<file path="config.mk">
export PLATFORM = sky130hd
export DESIGN_NAME = acc_core_p_flat
export DESIGN_NICKNAME = d
export VERILOG_FILES = /design/src/rtl/acc_core_p_if.sv /design/src/rtl/acc_core_p.sv /design/src/flat_wrapper.sv
export SDC_FILE = /design/constraint.sdc
export NUM_CORES = 1
export LEC_CHECK = 0
export ABC_AREA = 1
export CORE_ASPECT_RATIO = 0.6
export CORE_MARGIN = 2
export CORE_UTILIZATION = 58
export CTS_BUF_LIST = sky130_fd_sc_hd__clkbuf_8
export DETAILED_ROUTE_END_ITERATION = 8
export PLACE_DENSITY_LB_ADDON = 0.08
export REMOVE_ABC_BUFFERS = 1
export SYNTH_ARGS = -nofsm -noshare
export SYNTH_HDL_FRONTEND = slang
export SYNTH_SLANG_ARGS = --single-unit
</file>
<file path="constraint.sdc">
create_clock -name clk -period 5.2 [get_ports clk]
set_input_delay 1.04 -clock clk [delete_from_list [all_inputs] [get_ports clk]]
set_output_delay 1.04 -clock clk [all_outputs]
set_load 0.1 [all_outputs]
</file>
<file path="src/rtl/acc_core_p_if.sv">
// Load, start, read-back and architectural-state signals of acc_core_p.
// The bench or board wrapper owns master; the core owns slave.
interface acc_core_p_if #(
  parameter int W  = 8,
  parameter int AW = 4,
  parameter int PD = 16
);
  localparam int PW = $clog2(PD);

  logic            start;
  logic            prog_we;
  logic [PW-1:0]   prog_addr;
  logic [3+AW:0]   prog_data;
  logic            reg_we;
  logic [AW-1:0]   reg_addr;
  logic [W-1:0]    reg_wdata;
  logic [AW-1:0]   rd_addr;
  logic [W-1:0]    rd_data;
  logic            busy;
  logic            done;
  logic [W-1:0]    acc_o;
  logic [W-1:0]    ext_o;
  logic            cb_o;
  logic [PW-1:0]   pc_o;

  modport master (
    output start, prog_we, prog_addr, prog_data, reg_we, reg_addr, reg_wdata, rd_addr,
    input  rd_data, busy, done, acc_o, ext_o, cb_o, pc_o
  );

  modport slave (
    input  start, prog_we, prog_addr, prog_data, reg_we, reg_addr, reg_wdata, rd_addr,
    output rd_data, busy, done, acc_o, ext_o, cb_o, pc_o
  );
endinterface

</file>
<file path="src/rtl/acc_core_p.sv">
// Multi-cycle accumulator processor: single-cycle ALU ops from an internal
// program memory and register file, plus a W-iteration restoring divider.
module acc_core_p #(
  parameter int W  = 8,
  parameter int AW = 4,
  parameter int PD = 16
) (
  input logic         clk,
  input logic         rst_n,
  acc_core_p_if.slave bus
);
  localparam int PW = $clog2(PD);
  localparam int IW = 4 + AW;
  localparam int CW = $clog2(W + 1);

  typedef enum logic [1:0] {IDLE, RUN, DIV, HALT} state_t;

  state_t        state_reg, state_next;
  logic [W-1:0]  acc_reg, acc_next;
  logic [W-1:0]  ext_reg, ext_next;
  logic          cb_reg, cb_next;
  logic [PW-1:0] pc_reg, pc_next;
  logic [CW-1:0] cnt_reg, cnt_next;
  logic [W-1:0]  quo_reg, quo_next;
  logic [W-1:0]  rem_reg, rem_next;
  logic [W-1:0]  dvs_reg, dvs_next;

  logic [IW-1:0] prog_mem [PD];
  logic [W-1:0]  reg_mem [2**AW];

  logic [IW-1:0] instr;
  logic [3:0]    opcode;
  logic [AW-1:0] k;
  logic [W-1:0]  r;
  logic [PW-1:0] pc_inc;
  logic [PW-1:0] br_target;
  logic          idle_like;
  logic          sta_we;
  logic [W:0]    rem_sh;
  logic [W:0]    rem_sub;
  logic [W-1:0]  quo_step;
  logic [W-1:0]  rem_step;
  logic [2*W-1:0] prod;

  assign instr     = prog_mem[pc_reg];
  assign opcode    = instr[3+AW:AW];
  assign k         = instr[AW-1:0];
  assign r         = reg_mem[k];
  assign pc_inc    = (pc_reg == PW'(PD - 1)) ? '0 : pc_reg + PW'(1);
  assign br_target = PW'(int'(k) % PD);
  assign idle_like = (state_reg == IDLE) || (state_reg == HALT);
  assign sta_we    = (state_reg == RUN) && (opcode == 4'hA);
  assign prod      = {{W{1'b0}}, acc_reg} * {{W{1'b0}}, r};

  // One restoring step; a zero divisor naturally yields all-ones and the dividend.
  assign rem_sh   = {rem_reg, quo_reg[W-1]};
  assign rem_sub  = rem_sh - {1'b0, dvs_reg};
  assign quo_step = {quo_reg[W-2:0], ~rem_sub[W]};
  assign rem_step = rem_sub[W] ? rem_sh[W-1:0] : rem_sub[W-1:0];

  always_comb begin
    state_next = state_reg;
    acc_next   = acc_reg;
    ext_next   = ext_reg;
    cb_next    = cb_reg;
    pc_next    = pc_reg;
    cnt_next   = cnt_reg;
    quo_next   = quo_reg;
    rem_next   = rem_reg;
    dvs_next   = dvs_reg;
    case (state_reg)
      IDLE, HALT: begin
        if (bus.start) begin
          state_next = RUN;
          pc_next    = '0;
        end
      end
      RUN: begin
        pc_next = pc_inc;
        case (opcode)
          4'h0: begin
            if (int'(k) < 8) begin
              case (k[2:0])
                3'd1: acc_next = {acc_reg[W-2:0], 1'b0};
                3'd2: acc_next = {1'b0, acc_reg[W-1:1]};
                3'd3: acc_next = {acc_reg[0], acc_reg[W-1:1]};
                3'd4: acc_next = {acc_reg[W-2:0], acc_reg[W-1]};
                3'd5: acc_next = {acc_reg[W-1], acc_reg[W-1:1]};
                3'd6: {cb_next, acc_next} = {1'b0, acc_reg} + (W+1)'(1);
                3'd7: {cb_next, acc_next} = {1'b0, acc_reg} - (W+1)'(1);
                default: ;
              endcase
            end
          end
          4'h1: {cb_next, acc_next} = {1'b0, acc_reg} + {1'b0, r};
          4'h2: {cb_next, acc_next} = {1'b0, acc_reg} - {1'b0, r};
          4'h3: {ext_next, acc_next} = prod;
          4'h4: begin
            state_next = DIV;
            pc_next    = pc_reg;
            quo_next   = acc_reg;
            rem_next   = '0;
            dvs_next   = r;
            cnt_next   = CW'(W);
          end
          4'h5: acc_next = acc_reg & r;
          4'h6: acc_next = acc_reg ^ r;
          4'h7: cb_next  = (acc_reg < r);
          4'h8: pc_next  = cb_reg ? br_target : pc_inc;
          4'h9: acc_next = r;
          4'hB: pc_next  = br_target;
          4'hF: begin
            state_next = HALT;
            pc_next    = pc_reg;
          end
          default: ;
        endcase
      end
      DIV: begin
        quo_next = quo_step;
        rem_next = rem_step;
        cnt_next = cnt_reg - CW'(1);
        if (cnt_reg == CW'(1)) begin
          acc_next   = quo_step;
          ext_next   = rem_step;
          cb_next    = (dvs_reg == '0);
          pc_next    = pc_inc;
          state_next = RUN;
        end
      end
      default: state_next = IDLE;
    endcase
  end

  always_ff @(posedge clk or negedge rst_n) begin
    if (!rst_n) begin
      state_reg <= IDLE;
      acc_reg   <= '0;
      ext_reg   <= '0;
      cb_reg    <= 1'b0;
      pc_reg    <= '0;
      cnt_reg   <= '0;
      quo_reg   <= '0;
      rem_reg   <= '0;
      dvs_reg   <= '0;
    end else begin
      state_reg <= state_next;
      acc_reg   <= acc_next;
      ext_reg   <= ext_next;
      cb_reg    <= cb_next;
      pc_reg    <= pc_next;
      cnt_reg   <= cnt_next;
      quo_reg   <= quo_next;
      rem_reg   <= rem_next;
      dvs_reg   <= dvs_next;
    end
  end

  // Memories keep their contents through reset so a program survives an abort.
  always_ff @(posedge clk) begin
    if (bus.prog_we && idle_like && (int'(bus.prog_addr) < PD))
      prog_mem[bus.prog_addr] <= bus.prog_data;
  end

  always_ff @(posedge clk) begin
    if (sta_we)
      reg_mem[k] <= acc_reg;
    else if (bus.reg_we && idle_like)
      reg_mem[bus.reg_addr] <= bus.reg_wdata;
  end

  assign bus.rd_data = reg_mem[bus.rd_addr];
  assign bus.busy    = (state_reg == RUN) || (state_reg == DIV);
  assign bus.done    = (state_reg == HALT);
  assign bus.acc_o   = acc_reg;
  assign bus.ext_o   = ext_reg;
  assign bus.cb_o    = cb_reg;
  assign bus.pc_o    = pc_reg;
endmodule

</file>
<file path="src/flat_wrapper.sv">
// flat-port wrapper written by rule: the top's interface ports become plain ports
module acc_core_p_flat 
#(
  parameter int W  = 8,
  parameter int AW = 4,
  parameter int PD = 16
)
  (clk, rst_n, bus_start, bus_prog_we, bus_prog_addr, bus_prog_data, bus_reg_we, bus_reg_addr, bus_reg_wdata, bus_rd_addr, bus_rd_data, bus_busy, bus_done, bus_acc_o, bus_ext_o, bus_cb_o, bus_pc_o);
  acc_core_p_if #(.W(W), .AW(AW), .PD(PD)) bus_i ();
  input logic clk;
  input logic rst_n;
  input wire logic [$bits(bus_i.start)-1:0] bus_start;
  input wire logic [$bits(bus_i.prog_we)-1:0] bus_prog_we;
  input wire logic [$bits(bus_i.prog_addr)-1:0] bus_prog_addr;
  input wire logic [$bits(bus_i.prog_data)-1:0] bus_prog_data;
  input wire logic [$bits(bus_i.reg_we)-1:0] bus_reg_we;
  input wire logic [$bits(bus_i.reg_addr)-1:0] bus_reg_addr;
  input wire logic [$bits(bus_i.reg_wdata)-1:0] bus_reg_wdata;
  input wire logic [$bits(bus_i.rd_addr)-1:0] bus_rd_addr;
  output wire logic [$bits(bus_i.rd_data)-1:0] bus_rd_data;
  output wire logic [$bits(bus_i.busy)-1:0] bus_busy;
  output wire logic [$bits(bus_i.done)-1:0] bus_done;
  output wire logic [$bits(bus_i.acc_o)-1:0] bus_acc_o;
  output wire logic [$bits(bus_i.ext_o)-1:0] bus_ext_o;
  output wire logic [$bits(bus_i.cb_o)-1:0] bus_cb_o;
  output wire logic [$bits(bus_i.pc_o)-1:0] bus_pc_o;
  assign bus_i.start = bus_start;
  assign bus_i.prog_we = bus_prog_we;
  assign bus_i.prog_addr = bus_prog_addr;
  assign bus_i.prog_data = bus_prog_data;
  assign bus_i.reg_we = bus_reg_we;
  assign bus_i.reg_addr = bus_reg_addr;
  assign bus_i.reg_wdata = bus_reg_wdata;
  assign bus_i.rd_addr = bus_rd_addr;
  assign bus_rd_data = bus_i.rd_data;
  assign bus_busy = bus_i.busy;
  assign bus_done = bus_i.done;
  assign bus_acc_o = bus_i.acc_o;
  assign bus_ext_o = bus_i.ext_o;
  assign bus_cb_o = bus_i.cb_o;
  assign bus_pc_o = bus_i.pc_o;
  acc_core_p #(.W(W), .AW(AW), .PD(PD)) u_core (.clk(clk), .rst_n(rst_n), .bus(bus_i));
endmodule
</file>
# == Word level (Yosys, flattened, before mapping) ==
# Memory sizes are Yosys's and may differ from the RTL's.
# Cells that the tools add are included.
# word_totals
register_bits,51
ramBits,256
in_bits,33
out_inout_bits,31
mem_count,2
# classes
add_sub_neg,7
n_mul,1
n_lt_le_gt_ge,2
n_eq_ne,37
n_mux,40
bitwise_logic,3
reduce_logical,20
# memory_table
memory,words,word_bits,read_ports,rd_clocked_by_memory_dff,write_ports,line_no,rtl
u_core.prog_mem,16,8,1,0,1,acc_core_p.sv:28,logic [IW-1:0] prog_mem [PD];
u_core.reg_mem,16,8,2,0,1,acc_core_p.sv:29,logic [W-1:0] reg_mem [2**AW];
# op_table
cell,count
$pmux W8 S7,2
$mux W8,8
$pmux W8 S2,4
$eq A4 B4 Y1 const B,6
$mux W4,6
$pmux W4 S3,2
$eq A4 B3 Y1 const B,4
$mul A8 B8 Y16,1
$ne A8 B8 Y1 const B,2
$eq A3 B3 Y1 const B,4
$mux W1,10
$reduce_and A5 Y1,2
$add A8 B1 Y9 const B,1
$add A8 B8 Y9,1
$ne A3 B3 Y1 const B,3
$ne A9 B9 Y1 const B,1
$reduce_and A3 Y1,3
$sub A8 B1 Y9 const B,1
$sub A8 B8 Y9,1
$sub A9 B8 Y9,1
$and A8 B8 Y8,1
$eq A4 B1 Y1 const B,2
$eq A4 B2 Y1 const B,2
$logic_not A8 Y1,1
other kinds (29),41

# == Depth between registers and ports, before layout ==
# logic_depth
ltp_word,8
depth_mapped,37
ltp_nobuf,34

# == Least setup slack after synthesis ==
# OpenSTA, ideal clock, no wires.
# synth_path
path_kind,reg-to-reg
startpoint,"register u_core.pc_reg[0], in the netlist u_core.bus.pc_o[0]"
endpoint,"register u_core.ext_reg[7], in the netlist u_core.bus.ext_o[7]"
t_arrival_ps,6187
path_slack_ps,-1069
path_stages_with_launch,34
path_buffers,4
cell_sequence,dfrtp_1 > buf_6 > buf_6 > nand2_1 > nand3_1 > nand3_1 > nand3_1 > nand2_2 > buf_4 > buf_2 > o21ai_0 > nand2_1 > nand3_1 > nand3_1 > nand2_2 > inv_1 > ha_1 > fa_1 > fa_1 > fa_1 > inv_1 > fa_1 > inv_1 > ha_1 > a21oi_1 > o21ai_0 > nand2_1 > o2111ai_1 > a21o_1 > a21oi_1 > inv_1 > nand2_1 > nand3_1 > a31oi_1
# synth_between
elab_chain_len,5
# synth_rtl
item,line_no,rtl
start: declaration,acc_core_p.sv:22,"logic [PW-1:0] pc_reg, pc_next;"
start signal: assignment,acc_core_p.sv:151,pc_reg <= pc_next;
$mem_v2 Z16 W8 (2 in series),n/a,
net u_core.r[4],acc_core_p.sv:34,logic [W-1:0] r;
$mul A8 B8 Y16,acc_core_p.sv:53,"assign prod = {{W{1'b0}}, acc_reg} * {{W{1'b0}}, r};"
$mux W8,acc_core_p.sv:80,case (opcode)
$pmux W8 S2,acc_core_p.sv:71,case (state_reg)
end signal: assignment,acc_core_p.sv:149,ext_reg <= ext_next;
end: declaration,acc_core_p.sv:20,"logic [W-1:0] ext_reg, ext_next;"
# The timed path passes the listed nets, and every way through them passes these cells. The select of a mux whose other input is x is not followed.
# A chain may end at the register's enable or synchronous reset.

# == Worst setup path in the final report ==
# layout_path
startpoint,"register u_core.pc_reg[0], in the netlist u_core.bus.pc_o[0]"
endpoint,"register u_core.acc_reg[7], in the netlist u_core.bus.acc_o[7]"
# layout_rtl
item,line_no,rtl
$mem_v2 Z16 W8 * (2 in series),n/a,
net u_core.r[3],acc_core_p.sv:34,
$mul A8 B8 Y16 (tied with other cells),acc_core_p.sv:53,
$pmux W8 S7 *,acc_core_p.sv:80,
$pmux W8 S2 *,acc_core_p.sv:71,
end signal: assignment,acc_core_p.sv:148,acc_reg <= acc_next;
end: declaration,acc_core_p.sv:19,"logic [W-1:0] acc_reg, acc_next;"
# Mark *: on every way through the listed nets, which the timed path passes. The rest lies on a longest branch. The select of a mux whose other input is x is not followed.

==> impl_metrics.ini <==
[run_status]
status = finished with violations
violations = setup timing

[clock_tree]
cts_root_buf = clkbuf_8
clock_path_buffers = 3
clock_latency_ns = 0.62
holdBufCountCts = 0
cts_sinks = 307
cts_inserted_buffers = 45
cts_tree = yes
clk_pin_slew_ns = 0.07
cts_max_level = 2

[placed_design]
place_congestion = 1.00
dpl.hpwl_mm = 44.1
dp_cells = 2800
port_buffers = 63

[synthesis]
synthAdderAreaFrac = 0.0862
muxShareOfSynthArea = 0
yosysTopAreaCell = edfxtp_1
synth_compound_area_frac = 0.0987
synth_top_family_by_area = simple AND/OR/NAND/NOR gates
synth-async-reset-ratio = 0.166
synth_top_cell_area_share = 0.403
synthTopCellsByArea = edfxtp_1 40%, nand2_1 11%, dfrtp_1 6.7%
synth_area_per_cell_um2 = 8.48
post-synth-top-count-cell = nand2_1
synth-simple-area-share = 0.251
synthDistinctLibCells = 50
synth-xor-area-share = 0.0110
syn_inst = 2250
ys_seq_elements = 307
yosysSeqAreaShare = 0.470
synth_edf_count = 256
ys.flop_type = edfxtp_1
yosys-top-cells-count = 576 x nand2_1, 256 x edfxtp_1, 245 x inv_1, 219 x nand3_1, 190 x nor2_1
yosys_warnings = 0
syn_area_mm2 = 0.0191

[worst_hold_path]
min_to = u_core.rem_reg[7]
hold_depth = 2
min_from = u_core.rem_reg[7]
worst_hold_path_type = flop to flop

[detailed_routing]
firstDrtPassIters = 8
drc = 0
postRouteAntennaNets = 0
drt-vias-per-instance = 5.91
wl_per_cell_um = 21.6
postRouteWirelength_mm = 63.2
drtIter0Drc = 2246
dr_total_vias = 17300

[sta]
rsz0062_at_grt = yes
fin_crit_ns = 5.89
setup_viol = 12
relSlewSlack = 0.182
tightestPinTransition_ns = 1.23
finalCritPeriodShare = 1.13
hold_violations = 0
setup_ws_ns = -0.687
slew_violations = 0
skew_ns = 0.0234
fmax_ghz = 0.170

[setup_path]
path_buf_inv = 9
r2r_end = u_core.bus.acc_o[7]
crit_slowest_cell = fa_1
crit_path_end_kind = flop
reg2reg_depth = 36
crit_fanout = 8
crit_type = flop to flop
cp-start-kind = flop
cp.arrival_ns = 6.39
crit_family = adder cells
reg2reg_from = u_core.bus.pc_o[0]
reg2reg_slack_ns = -0.69
cp_slowest_stage_delay_ns = 0.53
cp.required_ns = 5.71

[grt]
grt_util_all_layers = 0.360
antenna_found_initial = 0
grt_pass1_wl_mm = 92.8
grt-ovfl-total = 0
grt_max_degree = 52
grt_pass1_vias = 16000

[final_layout]
fin_cells = 2929
fillers = 2426
final_layout_size_suffix_gt1_frac = 0.202
layout.nets = 2610
synthToLayoutAreaGrowth_pct = 23.3
reg_top3 = u_core.prog_mem (128), u_core.reg_mem (128)
n_antenna_cell = 0

[die]
initial_core_util = 0.589
rows = 51
die_h_um = 145
ios = 64
core_mm2 = 0.0324
die-area_mm2 = 0.0344
fp.dieW_um = 238

[flow_run]
drv_cap = 0
==> cells in the final DEF (no fill, tap or decap), types with 21 or more instances in the layout <==
cell type,instances
inv_2,28
buf_6,21
a21oi_1,103
clkdlybuf4s50_1,52
ha_1,57
dfrtp_1,50
nor2_1,176
nand3_1,166
buf_4,174
edfxtp_1,256
clkbuf_8,47
o21ai_0,99
nand3_2,44
nand2_2,30
inv_1,248
fa_1,36
nand2_1,549
nand3b_1,41
o21ai_1,43
==> logic make-up after synthesis <==
kind of cell / Yosys count
AND/OR/NAND/NOR: 1095
buffers and inverters: 377
AO/OA/AOI/OAI: 339
flip-flops: 307
adder cells (fa/ha/maj): 108
XOR/XNOR: 24
==> final cells by class <==
class	instances	area [um^2]	share of cell area
clock inverters	36	173	0.00734
clock buffers	47	647	0.0275
multi-input cells	1566	9460	0.402
flip-flops and latches	307	8960	0.381
inverters	269	1040	0.0442
repair inverters	2	15.0	0.000638
repair buffers	278	2700	0.115
well taps	424	531	0.0225
==> layer usage <==
metal / share of wire / GRT usage / vias to the layer above
met3: 0.14 / 0.123 / 142
met5: 0 / 0 / -
li1: - / - / 7935
met2: 0.41 / 0.507 / 1072
met1: 0.43 / 0.533 / 8148
met4: 0.022 / 0.0816 / 0
==> worst reg2reg max path: cells and delay by family (launching register included) <==
family	cells	cell delay [ns]
XOR/XNOR	1	0.20
buffers and inverters	9	0.89
AND/OR/NAND/NOR	17	1.49
AO/OA/AOI/OAI	3	0.45
adder cells (fa/ha/maj)	6	2.25
flip-flops	1	0.50
==> timing repair <==
action / 4_1_cts / 5_1_grt
hold endpoints to repair: 0 / 0
setup endpoints to repair: 12 / 12
pin swaps: 25 / 59
resized for setup: 123 / 159
cloned: 4 / 11
buffers inserted: 17 / 20
==> worst max path at each step <==
stage	start	to	slack, ns	cells past startpoint
floorplan	u_core.bus.pc_o[0]	u_core.bus.ext_o[7]	-3.70	30
global placement	u_core.bus.pc_o[0]	u_core.bus.acc_o[7]	-0.95	35
detailed placement	u_core.bus.pc_o[0]	u_core.bus.acc_o[7]	-1.03	35
CTS	u_core.bus.pc_o[0]	u_core.bus.ext_o[7]	-0.55	33
global route	u_core.bus.pc_o[0]	u_core.bus.ext_o[1]	-0.90	30
finish	u_core.bus.pc_o[0]	u_core.bus.acc_o[7]	-0.69	36
==> stage by stage <==
stage	TNS, ns	instance area (um^2)	util	hold WS [ns]	worst slack (ns)
after floorplan	-148.37	18500	-	0.452	-3.70
after global placement	-8.40	21000	0.649	0.467	-0.948
after detailed placement	-9.47	21000	0.649	0.474	-1.03
after CTS	-5.01	22600	0.697	0.489	-0.551
after global routing	-9.23	23500	0.726	0.512	-0.901
final	-6.73	23500	0.726	0.485	-0.687
Power is left out: the tool's default activity adds up to more than one toggle a clock period on the data nets, which glitch-free logic cannot reach.
